**src/rtl/sprite_mover_if.sv**
```systemverilog
// sprite_mover_if: wall-map ROM bus between the sprite mover and its
// synchronous rectangle ROM.
//   rect_addr : ROM address driven by the mover
//   rect_data : {x0,y0,x1,y1} word, valid one cycle after its address
// Modports: master (mover side), slave (ROM side).
interface sprite_mover_if #(
  parameter int X_W    = 10,
  parameter int Y_W    = 9,
  parameter int ADDR_W = 5
);
  logic [ADDR_W-1:0]        rect_addr;
  logic [2*(X_W+Y_W)-1:0]   rect_data;

  modport master (output rect_addr, input  rect_data);
  modport slave  (input  rect_addr, output rect_data);
endinterface

```
**src/rtl/sprite_mover.sv**
```systemverilog
// sprite_mover: on each frame tick, scans the wall-map ROM and tests the
// sprite's shifted box for every direction against each wall and the
// screen bounds, then applies one STEP move in the chosen direction.
//   clk, reset          : clock, synchronous active-high reset
//   tick                : move request, one pulse per frame
//   n8_right/up/left/down : direction request levels
//   rom                 : wall-map ROM bus (rect_addr out, rect_data in)
//   top_left            : sprite {x0,y0}
//   bottom_right        : sprite {x0+SIZE,y0+SIZE}
//   dir                 : 0 still, 1 right, 2 up, 3 left, 4 down
//   busy                : scan in progress
//   move_done           : one-cycle pulse after each decision
module sprite_mover #(
  parameter int X_W       = 10,
  parameter int Y_W       = 9,
  parameter int SIZE      = 25,
  parameter int STEP      = 1,
  parameter int NUM_RECTS = 21,
  parameter int ADDR_W    = 5,
  parameter int INIT_X    = 240,
  parameter int INIT_Y    = 300,
  parameter int X_MAX     = 639,
  parameter int Y_MAX     = 479
) (
  input  logic                 clk,
  input  logic                 reset,
  input  logic                 tick,
  input  logic                 n8_right,
  input  logic                 n8_up,
  input  logic                 n8_left,
  input  logic                 n8_down,
  sprite_mover_if.master       rom,
  output logic [X_W+Y_W-1:0]   top_left,
  output logic [X_W+Y_W-1:0]   bottom_right,
  output logic [2:0]           dir,
  output logic                 busy,
  output logic                 move_done
);
  localparam int RW = 2*(X_W+Y_W);

  // One-bit-wider copies so a left/up step from 0 shows up as a large
  // out-of-range value instead of wrapping to a legal coordinate.
  localparam logic [X_W:0] STEP_X = (X_W+1)'(STEP);
  localparam logic [Y_W:0] STEP_Y = (Y_W+1)'(STEP);
  localparam logic [X_W:0] SIZE_X = (X_W+1)'(SIZE);
  localparam logic [Y_W:0] SIZE_Y = (Y_W+1)'(SIZE);
  localparam logic [X_W:0] XMAX_X = (X_W+1)'(X_MAX);
  localparam logic [Y_W:0] YMAX_Y = (Y_W+1)'(Y_MAX);

  typedef enum logic [1:0] {S_IDLE, S_SCAN, S_LAST, S_DECIDE} state_t;
  typedef enum logic [2:0] {D_NONE = 3'd0, D_RIGHT = 3'd1, D_UP = 3'd2,
                            D_LEFT = 3'd3, D_DOWN  = 3'd4} dir_t;

  state_t            state_q, state_d;
  logic [ADDR_W-1:0] idx_q, idx_d;
  logic [4:1]        ok_q, ok_d;
  dir_t              dir_q, dir_d, pend_q, pend_d;
  logic [X_W-1:0]    x_q, x_d;
  logic [Y_W-1:0]    y_q, y_d;
  logic              done_d;
  logic [ADDR_W-1:0] addr;

  // Wall rectangle from the ROM word, widened for comparison.
  logic [X_W:0] rx0, rx1;
  logic [Y_W:0] ry0, ry1;
  assign rx0 = {1'b0, rom.rect_data[RW-1 -: X_W]};
  assign ry0 = {1'b0, rom.rect_data[RW-X_W-1 -: Y_W]};
  assign rx1 = {1'b0, rom.rect_data[X_W+Y_W-1 -: X_W]};
  assign ry1 = {1'b0, rom.rect_data[Y_W-1:0]};

  // Candidate boxes per direction (index = dir code 1..4).
  logic [X_W:0] cx0 [1:4];
  logic [X_W:0] cx1 [1:4];
  logic [Y_W:0] cy0 [1:4];
  logic [Y_W:0] cy1 [1:4];
  logic [4:1]   hit, inb;
  logic [7:0]   avail;

  always_comb begin
    for (int d = 1; d <= 4; d++) begin
      cx0[d] = {1'b0, x_q};
      cx1[d] = {1'b0, x_q} + SIZE_X;
      cy0[d] = {1'b0, y_q};
      cy1[d] = {1'b0, y_q} + SIZE_Y;
    end
    cx0[1] = {1'b0, x_q} + STEP_X;  cx1[1] = {1'b0, x_q} + SIZE_X + STEP_X;
    cy0[2] = {1'b0, y_q} - STEP_Y;  cy1[2] = {1'b0, y_q} + SIZE_Y - STEP_Y;
    cx0[3] = {1'b0, x_q} - STEP_X;  cx1[3] = {1'b0, x_q} + SIZE_X - STEP_X;
    cy0[4] = {1'b0, y_q} + STEP_Y;  cy1[4] = {1'b0, y_q} + SIZE_Y + STEP_Y;
    for (int d = 1; d <= 4; d++) begin
      hit[d] = (cx0[d] <= rx1) && (cx1[d] >= rx0) &&
               (cy0[d] <= ry1) && (cy1[d] >= ry0);
      inb[d] = (cx0[d] <= XMAX_X) && (cx1[d] <= XMAX_X) &&
               (cy0[d] <= YMAX_Y) && (cy1[d] <= YMAX_Y);
    end
  end

  // Bit 0 is STILL, which is always allowed.
  assign avail = {3'b000, ok_q & inb, 1'b1};

  always_comb begin
    state_d = state_q;
    idx_d   = idx_q;
    ok_d    = ok_q;
    dir_d   = dir_q;
    pend_d  = pend_q;
    x_d     = x_q;
    y_d     = y_q;
    done_d  = 1'b0;
    addr    = '0;
    case (state_q)
      S_IDLE: begin
        if (tick) begin
          idx_d   = '0;
          ok_d    = '1;
          state_d = S_SCAN;
        end
      end
      S_SCAN: begin
        addr  = idx_q;
        idx_d = idx_q + 1'b1;
        // Read data lags the address by one cycle; nothing to test at i=0.
        if (idx_q != '0) ok_d = ok_q & ~hit;
        if (idx_q == ADDR_W'(NUM_RECTS-1)) state_d = S_LAST;
      end
      S_LAST: begin
        ok_d    = ok_q & ~hit;
        state_d = S_DECIDE;
      end
      S_DECIDE: begin
        if (pend_q != D_NONE && avail[pend_q]) begin
          dir_d  = pend_q;
          pend_d = D_NONE;
        end else if (!avail[dir_q]) begin
          dir_d  = D_NONE;
        end
        case (dir_d)
          D_RIGHT: x_d = x_q + X_W'(STEP);
          D_UP:    y_d = y_q - Y_W'(STEP);
          D_LEFT:  x_d = x_q - X_W'(STEP);
          D_DOWN:  y_d = y_q + Y_W'(STEP);
          default: ;
        endcase
        done_d  = 1'b1;
        state_d = S_IDLE;
      end
      default: state_d = S_IDLE;
    endcase
    // A live request always reloads pending, even over a clear in S_DECIDE,
    // so a held key keeps steering.
    if (n8_right)     pend_d = D_RIGHT;
    else if (n8_up)   pend_d = D_UP;
    else if (n8_left) pend_d = D_LEFT;
    else if (n8_down) pend_d = D_DOWN;
  end

  always_ff @(posedge clk) begin
    if (reset) begin
      state_q   <= S_IDLE;
      idx_q     <= '0;
      ok_q      <= '1;
      dir_q     <= D_NONE;
      pend_q    <= D_NONE;
      x_q       <= X_W'(INIT_X);
      y_q       <= Y_W'(INIT_Y);
      move_done <= 1'b0;
    end else begin
      state_q   <= state_d;
      idx_q     <= idx_d;
      ok_q      <= ok_d;
      dir_q     <= dir_d;
      pend_q    <= pend_d;
      x_q       <= x_d;
      y_q       <= y_d;
      move_done <= done_d;
    end
  end

  assign rom.rect_addr  = addr;
  assign top_left       = {x_q, y_q};
  assign bottom_right   = {x_q + X_W'(SIZE), y_q + Y_W'(SIZE)};
  assign dir            = dir_q;
  assign busy           = (state_q != S_IDLE);
endmodule

```
**src/flat_wrapper.sv**
```systemverilog
// flat-port wrapper written by rule: the top's interface ports become plain ports
module sprite_mover_flat 
#(
  parameter int X_W       = 10,
  parameter int Y_W       = 9,
  parameter int SIZE      = 25,
  parameter int STEP      = 1,
  parameter int NUM_RECTS = 21,
  parameter int ADDR_W    = 5,
  parameter int INIT_X    = 240,
  parameter int INIT_Y    = 300,
  parameter int X_MAX     = 639,
  parameter int Y_MAX     = 479
)
  (clk, reset, tick, n8_right, n8_up, n8_left, n8_down, top_left, bottom_right, dir, busy, move_done, rom_rect_addr, rom_rect_data);
  sprite_mover_if #(.X_W(X_W), .Y_W(Y_W), .ADDR_W(ADDR_W)) rom_i ();
  input  logic clk;
  input  logic reset;
  input  logic tick;
  input  logic n8_right;
  input  logic n8_up;
  input  logic n8_left;
  input  logic n8_down;
  output logic [X_W+Y_W-1:0] top_left;
  output logic [X_W+Y_W-1:0] bottom_right;
  output logic [2:0] dir;
  output logic busy;
  output logic move_done;
  output wire logic [$bits(rom_i.rect_addr)-1:0] rom_rect_addr;
  input wire logic [$bits(rom_i.rect_data)-1:0] rom_rect_data;
  assign rom_rect_addr = rom_i.rect_addr;
  assign rom_i.rect_data = rom_rect_data;
  sprite_mover #(.X_W(X_W), .Y_W(Y_W), .SIZE(SIZE), .STEP(STEP), .NUM_RECTS(NUM_RECTS), .ADDR_W(ADDR_W), .INIT_X(INIT_X), .INIT_Y(INIT_Y), .X_MAX(X_MAX), .Y_MAX(Y_MAX)) u_core (.clk(clk), .reset(reset), .tick(tick), .n8_right(n8_right), .n8_up(n8_up), .n8_left(n8_left), .n8_down(n8_down), .rom(rom_i), .top_left(top_left), .bottom_right(bottom_right), .dir(dir), .busy(busy), .move_done(move_done));
endmodule
```
**config.mk**
```make
export PLATFORM = sky130hd
export DESIGN_NAME = sprite_mover_flat
export DESIGN_NICKNAME = d
export VERILOG_FILES = /design/src/rtl/sprite_mover_if.sv /design/src/rtl/sprite_mover.sv /design/src/flat_wrapper.sv
export SDC_FILE = /design/constraint.sdc
export NUM_CORES = 1
export LEC_CHECK = 0
export CORE_ASPECT_RATIO = 1.1
export CORE_MARGIN = 8
export CORE_UTILIZATION = 55
export DETAILED_ROUTE_END_ITERATION = 7
export GPL_TIMING_DRIVEN = 0
export PLACE_DENSITY = 0.79
export SLEW_MARGIN = 20
export SYNTH_ARGS = -nofsm -noshare
export SYNTH_HDL_FRONTEND = slang
export SYNTH_SLANG_ARGS = --single-unit
```
**constraint.sdc**
```tcl
create_clock -name clk -period 13.9 [get_ports clk]
set_input_delay 2.085 -clock clk [delete_from_list [all_inputs] [get_ports clk]]
set_output_delay 2.085 -clock clk [all_outputs]
set_load 0.01 [all_outputs]
```
* Word level (Yosys, flattened, before mapping)
Cells that the tools add are included.
** Word-level totals
- Bits of input ports :: 45
- Memories kept :: 0
- Memory bits (read-only) :: 0
- Logic and storage cells :: 139
- Output and inout port bits :: 48
- Bits in registers :: 37
- Latch bits :: 0
- Bits in writable memories :: 0
** Cells by class
- Add/subtract/negate cells :: 17
- Div/mod/pow operators :: 0
- Shift operators :: 0
- Bitwise gates (word level) :: 3
- Reduce and logical (&&, ||, !) cells :: 47
- Multiplexer cells :: 25
- Multiply operators :: 0
- $lt $le $gt $ge :: 26
- Equality and inequality tests :: 11
** Operators by type and width (count)
- 11-bit by 10-bit <= comparator with 1-bit output (second input constant) :: 5
- 10-bit by 9-bit <= comparator with 1-bit output (second input constant) :: 5
- 11-bit by 10-bit >= comparator with 1-bit output :: 3
- 10-bit by 9-bit >= comparator with 1-bit output :: 3
- 1-bit logical AND :: 23
- 11-bit by 10-bit <= comparator with 1-bit output :: 2
- 10-bit by 1-bit adder with 10-bit output (second input constant) :: 2
- 10-bit by 9-bit <= comparator with 1-bit output :: 2
- 10-bit case mux with 2 select lines :: 1
- 10-bit by 1-bit subtractor with 10-bit output (second input constant) :: 2
- 3-bit two-way mux :: 6
- 9-bit case mux with 2 select lines :: 1
- 5-bit nonzero test :: 3
- 2-bit AND reduction :: 7
- 4-bit case mux with 3 select lines :: 1
- 2-bit nonzero test :: 6
- 10-bit by 1-bit adder with 11-bit output (second input constant) :: 1
- 10-bit by 5-bit adder with 11-bit output (second input constant) :: 1
- 11-bit by 1-bit adder with 11-bit output (second input constant) :: 1
- 10-bit by 1-bit subtractor with 11-bit output (second input constant) :: 1
- 11-bit by 1-bit subtractor with 11-bit output (second input constant) :: 1
- 10-bit by 5-bit adder with 10-bit output (second input constant) :: 1
- 9-bit by 1-bit adder with 10-bit output (second input constant) :: 1
- 9-bit by 5-bit adder with 10-bit output (second input constant) :: 1
- other kinds (33) :: 49

* Depth between registers and ports, before layout
Gate-level depths: netlist (run 1).
- Word-level depth :: 16
- Depth in mapped cells :: 26
- Gate-level depth less buffers :: 23

* Worst setup path before layout (run 1)
No wires, ideal clock.
- Path type :: register to register
- From :: register u_core.x_q[0]
- To :: register u_core.x_q[9]
- Period minus slack after synthesis :: 6.238 ns
- Buffers on the path :: 3
- Data arrival time :: 6.168 ns
- Required time :: 13.829 ns
- Library setup time :: 0.071 ns
- Cell stages (with the launch flop) :: 27
- Path slack :: 7.662 ns
- Path through :: dfxtp_1 > buf_6 > clkbuf_1 > inv_1 > ha_1 > clkbuf_1 > nor2b_1 > nand3_1 > a211o_1 > o311ai_1 > or4_4 > o21ba_2 > a41oi_1 > o22ai_1 > nor2b_1 > ha_1 > a21o_1 > a21oi_1 > nor2b_1 > o21a_1 > o21ai_0 > nand2b_1 > a21oi_1 > o21ai_0 > xor2_1 > or3_1 > a21oi_1
** Between the ends
- Longest elaborated chain between the ends :: 15
- Elaborated cells between the ends (all ways) :: 38
- Those cells by class :: 7 x add/sub; 6 x order compare; 2 x eq/ne; 8 x mux; 1 x bitwise; 14 x reduce/logical
** RTL lines
- start, declared :: line sprite_mover.sv:58 : logic [X_W-1:0] x_q, x_d;
- start signal, assigned :: line sprite_mover.sv:164 : x_q <= X_W'(INIT_X);
- 10-bit by 5-bit adder with 11-bit output :: line sprite_mover.sv:82, sprite_mover.sv:86, sprite_mover.sv:88
- 11-bit by 1-bit adder with 11-bit output / 11-bit by 1-bit subtractor with 11-bit output (equally long branches) :: line sprite_mover.sv:86, sprite_mover.sv:88
- 11-bit by 10-bit <= comparator with 1-bit output :: line sprite_mover.sv:93 : inb[d] = (cx0[d] <= XMAX_X) && (cx1[d] <= XMAX_X) &&
- 1-bit logical AND (2 in series) :: line sprite_mover.sv:93
- 1-bit logical AND :: line sprite_mover.sv:94 : (cy0[d] <= YMAX_Y) && (cy1[d] <= YMAX_Y);
- 4-bit bitwise AND :: line sprite_mover.sv:99 : assign avail = {3'b000, ok_q & inb, 1'b1};
- 1-bit binary-select mux with 3-bit select, on equally long branches :: line sprite_mover.sv:134, sprite_mover.sv:131
- 1-bit two-way mux, on equally long branches :: line sprite_mover.sv:134, sprite_mover.sv:131
- 3-bit two-way mux / 1-bit logical AND (equally long branches) :: line sprite_mover.sv:134, sprite_mover.sv:131
- 3-bit two-way mux :: line sprite_mover.sv:131 : if (pend_q != D_NONE && avail[pend_q]) begin
- 3-bit two-way mux :: line sprite_mover.sv:111 : case (state_q)
- 3-bit by 1-bit == test with 1-bit output / 3-bit by 2-bit == test with 1-bit output (equally long branches) :: line sprite_mover.sv:137 : case (dir_d)
- 2-bit nonzero test (no line)
- 2-bit AND reduction (no line)
Several ways; a longest one is shown, not always the timed one. The select of a mux whose other input is x is not followed.
A chain may end at the register's enable or synchronous reset.

* Worst setup path in the final report (run 1)
Ends and elaborated chain as after synthesis.

==> results of run 1 <==
==> layout make-up <==
| cell class | instances | area (um^2) | area share, % |
|---|---|---|---|
| well taps | 161 | 201 | 2.35 |
| inverters | 85 | 319 | 3.72 |
| repair buffers | 91 | 911 | 10.6 |
| multi-input cells | 770 | 6050 | 70.4 |
| plain buffers | 43 | 214 | 2.49 |
| clock buffers | 6 | 139 | 1.62 |
| flip-flops and latches | 37 | 741 | 8.63 |
| clock inverters | 2 | 13.8 | 0.160 |
==> sequential cells by signal, summed over array words and instances, names as in the netlist <==
signal and cells:
u_core.idx_q 5, u_core.dir 3, u_core.y_q 9, u_core.x_q 10, u_core.state_q 2, u_core.pend_q 3, u_core.move_done 1, u_core.ok_q 4
==> power breakdown <==
part           total [uW]  switching, uW  internal [uW]  leakage [uW]
sequential            124           10.0            114      0.000300
combinational         249            137            112       0.00359
clock                 119           47.6           71.4     0.0000768
==> per-layer routing <==
metal / global-route usage (%) / wire length [um] / vias to the layer above
met5: 0 / 0 / -
met4: 6.29 / 388 / 0
met3: 3.47 / 790 / 35
met2: 42.8 / 10100 / 159
met1: 26.6 / 8660 / 3259
li1: - / - / 3559
==> worst min path at each step <==
stage	start	slack, ns	end	cells after the start
5_1_grt	u_core.ok_q[3]	0.50	u_core.ok_q[3]	1
4_1_cts	u_core.ok_q[3]	0.48	u_core.ok_q[3]	1
3_5_place_dp	u_core.ok_q[3]	0.46	u_core.ok_q[3]	1
3_3_place_gp	u_core.ok_q[1]	0.46	u_core.ok_q[1]	1
6_report	u_core.ok_q[3]	0.47	u_core.ok_q[3]	1
2_1_floorplan	u_core.ok_q[3]	0.44	u_core.ok_q[3]	1
==> critical path, cell delays in order, from the launching register on <==
cell,delay (ns)
sky130_fd_sc_hd__dfxtp_1,0.55
sky130_fd_sc_hd__buf_6,0.21
sky130_fd_sc_hd__clkbuf_1,0.42
sky130_fd_sc_hd__inv_1,0.32
sky130_fd_sc_hd__ha_1,0.46
sky130_fd_sc_hd__clkbuf_1,0.35
sky130_fd_sc_hd__nor2b_1,0.33
sky130_fd_sc_hd__nand3_1,0.19
sky130_fd_sc_hd__a211o_1,0.38
sky130_fd_sc_hd__o311ai_1,0.40
sky130_fd_sc_hd__or4_4,0.24
sky130_fd_sc_hd__o21ba_2,0.15
sky130_fd_sc_hd__a41oi_1,0.12
sky130_fd_sc_hd__o22ai_1,0.38
sky130_fd_sc_hd__nor2b_1,0.66
sky130_fd_sc_hd__ha_1,0.36
sky130_fd_sc_hd__a21o_1,0.18
sky130_fd_sc_hd__a21oi_1,0.24
sky130_fd_sc_hd__nor2b_1,0.08
sky130_fd_sc_hd__o21a_1,0.18
sky130_fd_sc_hd__o21ai_0,0.19
sky130_fd_sc_hd__nand2b_1,0.08
sky130_fd_sc_hd__a21oi_1,0.23
sky130_fd_sc_hd__o21ai_0,0.17
sky130_fd_sc_hd__xor2_1,0.18
sky130_fd_sc_hd__or3_1,0.32
sky130_fd_sc_hd__a21oi_1,0.14
==> per-stage QoR <==
stage / hold slack, ns / instance area [um^2] / utilization, % / instances
global route: 0.499 / 8590 / 65.5 / 1195
detailed placement: 0.463 / 8430 / 64.4 / 1187
CTS: 0.477 / 8590 / 65.5 / 1195
floorplan: 0.440 / 7320 / - / 935
global placement: 0.459 / 8430 / 64.4 / 1187
finish: 0.473 / 8590 / 65.5 / 1195
==> cell families (layout without fill, tap and decap cells) <==
family,after synthesis,in the layout,synth area share (%)
flops,37,37,10.1
compound gates,243,243,24.1
xor+xnor,85,85,10.9
fa+ha+maj,146,146,25.2
buf+inv,128,227,7.28
simple gates,289,289,21.4
mux,7,7,0.957
==> cells in the mapped netlist (4+ instances only) <==
library cell               count
sky130_fd_sc_hd__or3_1         6
sky130_fd_sc_hd__and2_1        9
sky130_fd_sc_hd__a41oi_1       5
sky130_fd_sc_hd__nor2_1       74
sky130_fd_sc_hd__nand2_1      45
sky130_fd_sc_hd__a21oi_1      47
sky130_fd_sc_hd__dfxtp_1      37
sky130_fd_sc_hd__mux2i_1       7
sky130_fd_sc_hd__nand2b_1     20
sky130_fd_sc_hd__nand3b_1      8
sky130_fd_sc_hd__nand4b_1      5
sky130_fd_sc_hd__o31ai_1       4
sky130_fd_sc_hd__xnor2_1      49
sky130_fd_sc_hd__nor2b_1      23
sky130_fd_sc_hd__a211o_1      13
sky130_fd_sc_hd__o22ai_1       5
sky130_fd_sc_hd__nand4_1      15
sky130_fd_sc_hd__a211oi_1      8
sky130_fd_sc_hd__nor4b_1       5
sky130_fd_sc_hd__xor2_1       31
sky130_fd_sc_hd__inv_1        82
sky130_fd_sc_hd__buf_2        14
sky130_fd_sc_hd__nor3b_1       6
sky130_fd_sc_hd__o211ai_1      4
sky130_fd_sc_hd__o21ai_0      34
sky130_fd_sc_hd__nor3_1       23
sky130_fd_sc_hd__ha_1        144
sky130_fd_sc_hd__a21o_1       32
sky130_fd_sc_hd__clkbuf_1     20
sky130_fd_sc_hd__o21bai_1      6
sky130_fd_sc_hd__nand3_1      18
sky130_fd_sc_hd__o21a_1       24
sky130_fd_sc_hd__a21boi_0      6
sky130_fd_sc_hd__and3_1        5
sky130_fd_sc_hd__nor4_1        4
sky130_fd_sc_hd__a31oi_1       8
==> insert_results.sql, run 1 <==
INSERT INTO impl_metrics (metric_group, metric, value, unit) VALUES
('critical_path', 'setup.worst_path.end', 'u_core.x_q[9]', ''),
('floorplan', 'fp.dieArea', '17300', 'um^2'),
('critical_path', 'end_kind', 'register', ''),
('grt', 'first_pass_grt_wire_length', '33100', 'um'),
('clocking', 'clock_tree.buffer_depth', '2', ''),
('route', 'route.detailed.wl_per_inst', '16.7', 'um'),
('yosys', 'synthDominantCellAreaShare', '24.6', '%'),
('yosys', 'post_synth.cell_area_avg', '7.83', 'um^2'),
('timing', 'min_period', '7.59', 'ns'),
('final_layout', 'n_fill_cell', '1183', ''),
('floorplan', 'fp-row-count', '44', ''),
('critical_path', 'worst-endpoint-arrival', '7.80', 'ns'),
('timing', 'worst_slack', '6.31', 'ns'),
('worst_hold_path', 'timing.hold.worst.class', 'register to register', ''),
('yosys', 'synth_largest_area_cell', 'sky130_fd_sc_hd__ha_1', ''),
('final_layout', 'nets', '1224', ''),
('grt', 'grt_antenna_before_repair', '0', ''),
('placed_design', 'placement_setup_slack', '6.38', 'ns'),
('timing', 'timing_worst_slew_pin_value', '0.896', 'ns'),
('critical_path', 'critPathRequiredTime', '14.11', 'ns'),
('critical_path', 'critPathKind', 'register to register', ''),
('grt', 'grt_overall_usage', '22.9', '%'),
('timing', 'setup_viol', '0', ''),
('pwr', 'peakVddDrop', '0.0753', 'mV'),
('yosys', 'synth_edf_count', '0', ''),
('final_layout', 'area_added_between_synthesis_and_finish', '17.3', '%'),
('route', 'via_per_inst', '5.87', ''),
('timing', 'finalHoldViolCount', '0', ''),
('final_layout', 'diodes', '0', ''),
('route', 'vias_post_dr', '7012', ''),
('yosys', 'yosysWarnings', '0', ''),
('floorplan', 'floorplan.initialDensity', '55.9', '%'),
('yosys', 'synthesis.nets', '1126', ''),
('yosys', 'syn_area', '7320', 'um^2'),
('timing', 'totalNegativeSetupSlack', '0', 'ns'),
('clocking', 'clock_sinks', '37', ''),
('route', 'route.antenna.remaining_nets', '0', ''),
('grt', 'grt_max_degree', '13', ''),
('critical_path', 'setup.reg_to_reg.worst_slack', '6.31', 'ns'),
('route', 'drt_drc_violations_left', '0', ''),
('timing', 'relSlewSlack', '39.7', '%'),
('clocking', 'clock_tree_from_tritoncts', 'done', ''),
('clocking', 'clockRootBuffer', 'sky130_fd_sc_hd__clkbuf_16', ''),
('route', 'routed_wl', '19900', 'um'),
('route', 'dr.first_iter.drc_count', '437', ''),
('run_status', 'status', 'complete, no violations', ''),
('timing', 'max_freq', '132', 'MHz'),
('critical_path', 'startpoint', 'u_core.x_q[0]', ''),
('timing', 'grt_setup_unrepaired', 'false', ''),
('clocking', 'clk_latency', '0.28', 'ns'),
('critical_path', 'capture_point_of_the_worst_reg_to_reg_path', 'u_core.x_q[9]', ''),
('clocking', 'ctsHtreeMaxLevel', '2', ''),
('clocking', 'cts_repair_resize_count', '0', ''),
('critical_path', 'crit_path_start_kind', 'register', ''),
('final_layout', 'layout.cells.most_common_list', 'sky130_fd_sc_hd__ha_1, sky130_fd_sc_hd__clkdlybuf4s50_1, sky130_fd_sc_hd__inv_1', ''),
('critical_path', 'depth_of_the_worst_register_to_register_path', '26', ''),
('pwr', 'report.power.total', '492', 'uW'),
('placed_design', 'place.gp.congestion', '0.940', ''),
('clocking', 'cts.hold.buffers_added', '0', ''),
('final_layout', 'layout-drive-gt1-share', '5.51', '%'),
('route', 'detail_route.first_pass.iterations', '5', ''),
('grt', 'grt_overflow_total', '0', ''),
('floorplan', 'boundaryPins', '93', ''),
('final_layout', 'layout.cells.most_common', 'sky130_fd_sc_hd__ha_1', ''),
('timing', 'final_min_period_over_clock_period', '54.6', '%'),
('critical_path', 'timing.rr.start', 'u_core.x_q[0]', ''),
('clocking', 'post_cts_buffers', '0', ''),
('job', 'max-cap-violations', '0', ''),
('yosys', 'synth-seq-cells', '37', ''),
('yosys', 'ys_dominant_reg_cell', 'sky130_fd_sc_hd__dfxtp_1', ''),
('critical_path', 'critical_path_peak_fanout', '10', '');
Power figures use the tool's default switching activity.
==> inputs of run 2 (changes only) <==
clock period = 7.65 ns   (was 13.9 ns; I/O delays follow)
==> run 2 against run 1 <==
Net effect:
- die area unchanged
- critical path depth did not move
- register-to-register slack worse by 5.7 ns
- sequential share of layout area hardly changed
- critical path type unchanged
- highest routed layer unchanged
==> insert_results.sql, run 2 (same netlist as run 1, synthesis figures left out) <==
INSERT INTO impl_metrics (metric_group, metric, value, unit) VALUES
('final_layout', 'finish.instance_area', '8590', 'um^2'),
('timing', 'setup_viol', '0', ''),
('route', 'vias_post_dr', '6988', ''),
('timing', 'relSlewSlack', '39.7', '%'),
('clocking', 'clock_slew_at_the_register_clock_pins_of_the_worst_setup_and_hold_paths', '0.06', 'ns'),
('grt', 'grt_antenna_before_repair', '0', ''),
('floorplan', 'floorplan.initialDensity', '55.9', '%'),
('pwr', 'peakVddDrop', '0.137', 'mV'),
('clocking', 'post_cts_buffers', '0', ''),
('critical_path', 'critical_path_peak_fanout', '10', ''),
('grt', 'grt_pass1_vias', '6835', ''),
('floorplan', 'fp-row-count', '44', ''),
('final_layout', 'area_added_between_synthesis_and_finish', '17.4', '%'),
('placed_design', 'place.gp.congestion', '0.940', ''),
('route', 'route.antenna.remaining_nets', '0', ''),
('final_layout', 'register_with_the_most_flip_flops', 'u_core.x_q', ''),
('clocking', 'clk_latency', '0.28', 'ns'),
('pwr', 'power.net_switching', '354', 'uW'),
('run_status', 'status', 'complete, no violations', ''),
('pwr', 'power.switching_fraction', '39.6', '%'),
('critical_path', 'worst_path_largest_cell_delay', '0.56', 'ns'),
('critical_path', 'worst_path_max_delay_cell', 'sky130_fd_sc_hd__dfxtp_1', ''),
('final_layout', 'nets', '1224', ''),
('timing', 'final-max-slew-violation-count', '0', ''),
('grt', 'grt_max_degree', '13', ''),
('final_layout', 'layout.cells.most_common', 'sky130_fd_sc_hd__ha_1', ''),
('critical_path', 'end_kind', 'register', ''),
('clocking', 'clockRootBuffer', 'sky130_fd_sc_hd__clkbuf_16', ''),
('pwr', 'power_density', '104', 'nW/um^2'),
('clocking', 'ctsHtreeMaxLevel', '2', ''),
('timing', 'min_period', '7.01', 'ns'),
('final_layout', 'layout.cells.most_common_list', 'sky130_fd_sc_hd__ha_1, sky130_fd_sc_hd__clkdlybuf4s50_1, sky130_fd_sc_hd__inv_1', ''),
('critical_path', 'depth_of_the_worst_register_to_register_path', '26', ''),
('final_layout', 'n_fill_cell', '1184', ''),
('clocking', 'clock_tree.buffer_depth', '2', ''),
('clocking', 'clock_tree_from_tritoncts', 'done', ''),
('pwr', 'comb_power_share', '50.7', '%'),
('placed_design', 'hpwlAfterDp', '16400', 'um'),
('grt', 'grt_overflow_total', '0', ''),
('worst_hold_path', 'hold_depth', '1', ''),
('critical_path', 'crit_path_start_kind', 'register', ''),
('route', 'dr.first_iter.drc_count', '401', ''),
('pwr', 'p_int', '541', 'uW'),
('critical_path', 'critical-path-top-cell-by-count', 'sky130_fd_sc_hd__a21oi_1', ''),
('route', 'routed_wl', '20000', 'um'),
('timing', 'worst_clock_skew', '0.00554', 'ns'),
('pwr', 'power_frac_clock', '24.2', '%'),
('timing', 'totalNegativeSetupSlack', '0', 'ns'),
('floorplan', 'placeableCoreArea', '13100', 'um^2'),
('timing', 'timing_worst_slew_pin_value', '0.896', 'ns'),
('critical_path', 'critPathRequiredTime', '7.86', 'ns'),
('floorplan', 'fp.dieArea', '17300', 'um^2'),
('placed_design', 'buffer_ports.inserted', '91', ''),
('timing', 'max_freq', '143', 'MHz'),
('placed_design', 'placed_area', '8430', 'um^2'),
('pwr', 'p_seq_share', '25.1', '%'),
('critical_path', 'worst-endpoint-arrival', '7.22', 'ns'),
('final_layout', 'layout-drive-gt1-share', '5.71', '%'),
('grt', 'grt_overall_usage', '22.9', '%'),
('timing', 'final_min_period_over_clock_period', '91.6', '%'),
('grt', 'first_pass_grt_wire_length', '33100', 'um'),
('pwr', 'cellLeakagePower', '0.00397', 'uW'),
('timing', 'finalHoldViolCount', '0', ''),
('pwr', 'report.power.total', '896', 'uW'),
('floorplan', 'boundaryPins', '93', ''),
('final_layout', 'largest_register_ff_count', '10', ''),
('final_layout', 'diodes', '0', ''),
('clocking', 'clock_sinks', '37', ''),
('job', 'max-cap-violations', '0', ''),
('clocking', 'cts_repair_resize_count', '0', ''),
('floorplan', 'die_width', '126', 'um'),
('worst_hold_path', 'timing.hold.worst.class', 'register to register', ''),
('route', 'route.detailed.wl_per_inst', '16.7', 'um'),
('route', 'drt_drc_violations_left', '0', ''),
('final_layout', 'reg_top3', 'u_core.x_q: 10 flops, u_core.y_q: 9 flops, u_core.idx_q: 5 flops', ''),
('critical_path', 'critPathKind', 'register to register', ''),
('clocking', 'cts.hold.buffers_added', '0', ''),
('timing', 'grt_setup_unrepaired', 'false', ''),
('floorplan', 'die_h', '137', 'um'),
('route', 'via_per_inst', '5.85', ''),
('final_layout', 'utilization', '65.6', '%'),
('clocking', 'cts_inserted_buffers', '5', ''),
('route', 'detail_route.first_pass.iterations', '5', ''),
('timing', 'finalHoldWorstSlack', '0.474', 'ns');
[run 2: cell count changes in the layout (fill, tap and decap cells not counted)]
cell                       change
sky130_fd_sc_hd__clkbuf_1      -1
sky130_fd_sc_hd__clkbuf_2      +1
sky130_fd_sc_hd__nor2b_1       -1
sky130_fd_sc_hd__nor2b_4       +1
[run 2: final timing paths]
check / start / end / slack, ns
setup / recovery: u_core.x_q[0] / u_core.x_q[9] / 0.64
hold / removal: u_core.ok_q[3] / u_core.ok_q[3] / 0.47
setup reg to reg: u_core.x_q[0] / u_core.x_q[9] / 0.64
hold reg to reg: u_core.ok_q[3] / u_core.ok_q[3] / 0.47
[run 2: critical path, delay by kind of cell (launching register included)]
family          cells  cell delay [ns]
flops               1             0.56
simple gates        7             1.61
buf+inv             4             1.08
fa+ha+maj           2             0.72
compound gates     12             2.79
xor+xnor            1             0.18
[run 2: power by group through the flow]
stage / logic, uW / registers, uW / clock network [uW]
after floorplan: 312 / 226 / 0
after detailed placement: 448 / 228 / 0
after CTS: 452 / 224 / 218
after global placement: 439 / 228 / 0
after global routing: 508 / 227 / 229
final: 454 / 225 / 216
[run 2: final cells by class]
cell class                 instances  area, um^2  share of cell area (%)
buffer                            43         215                    2.50
timing repair buffer              91         911                    10.6
clock inverter                     2        13.8                   0.160
clock buffer                       6         139                    1.62
inverter                          85         319                    3.71
sequential                        37         741                    8.62
tap                              161         201                    2.34
multi-input combinational        770        6050                    70.4
[run 2: per-layer routing]
layer	vias up	wire, um	GRT usage (%)
li1	3561	-	-
met1	3235	8720	26.6
met2	158	10100	42.8
met3	34	741	3.47
met4	0	417	6.29
met5	-	0	0
[run 2: per-stage QoR]
stage / instances / worst slack, ns
5_1_grt: 1195 / 0.101
2_1_floorplan: 935 / 1.41
6_report: 1195 / 0.641
3_5_place_dp: 1187 / 0.131
4_1_cts: 1195 / 0.0732
3_3_place_gp: 1187 / 0.179
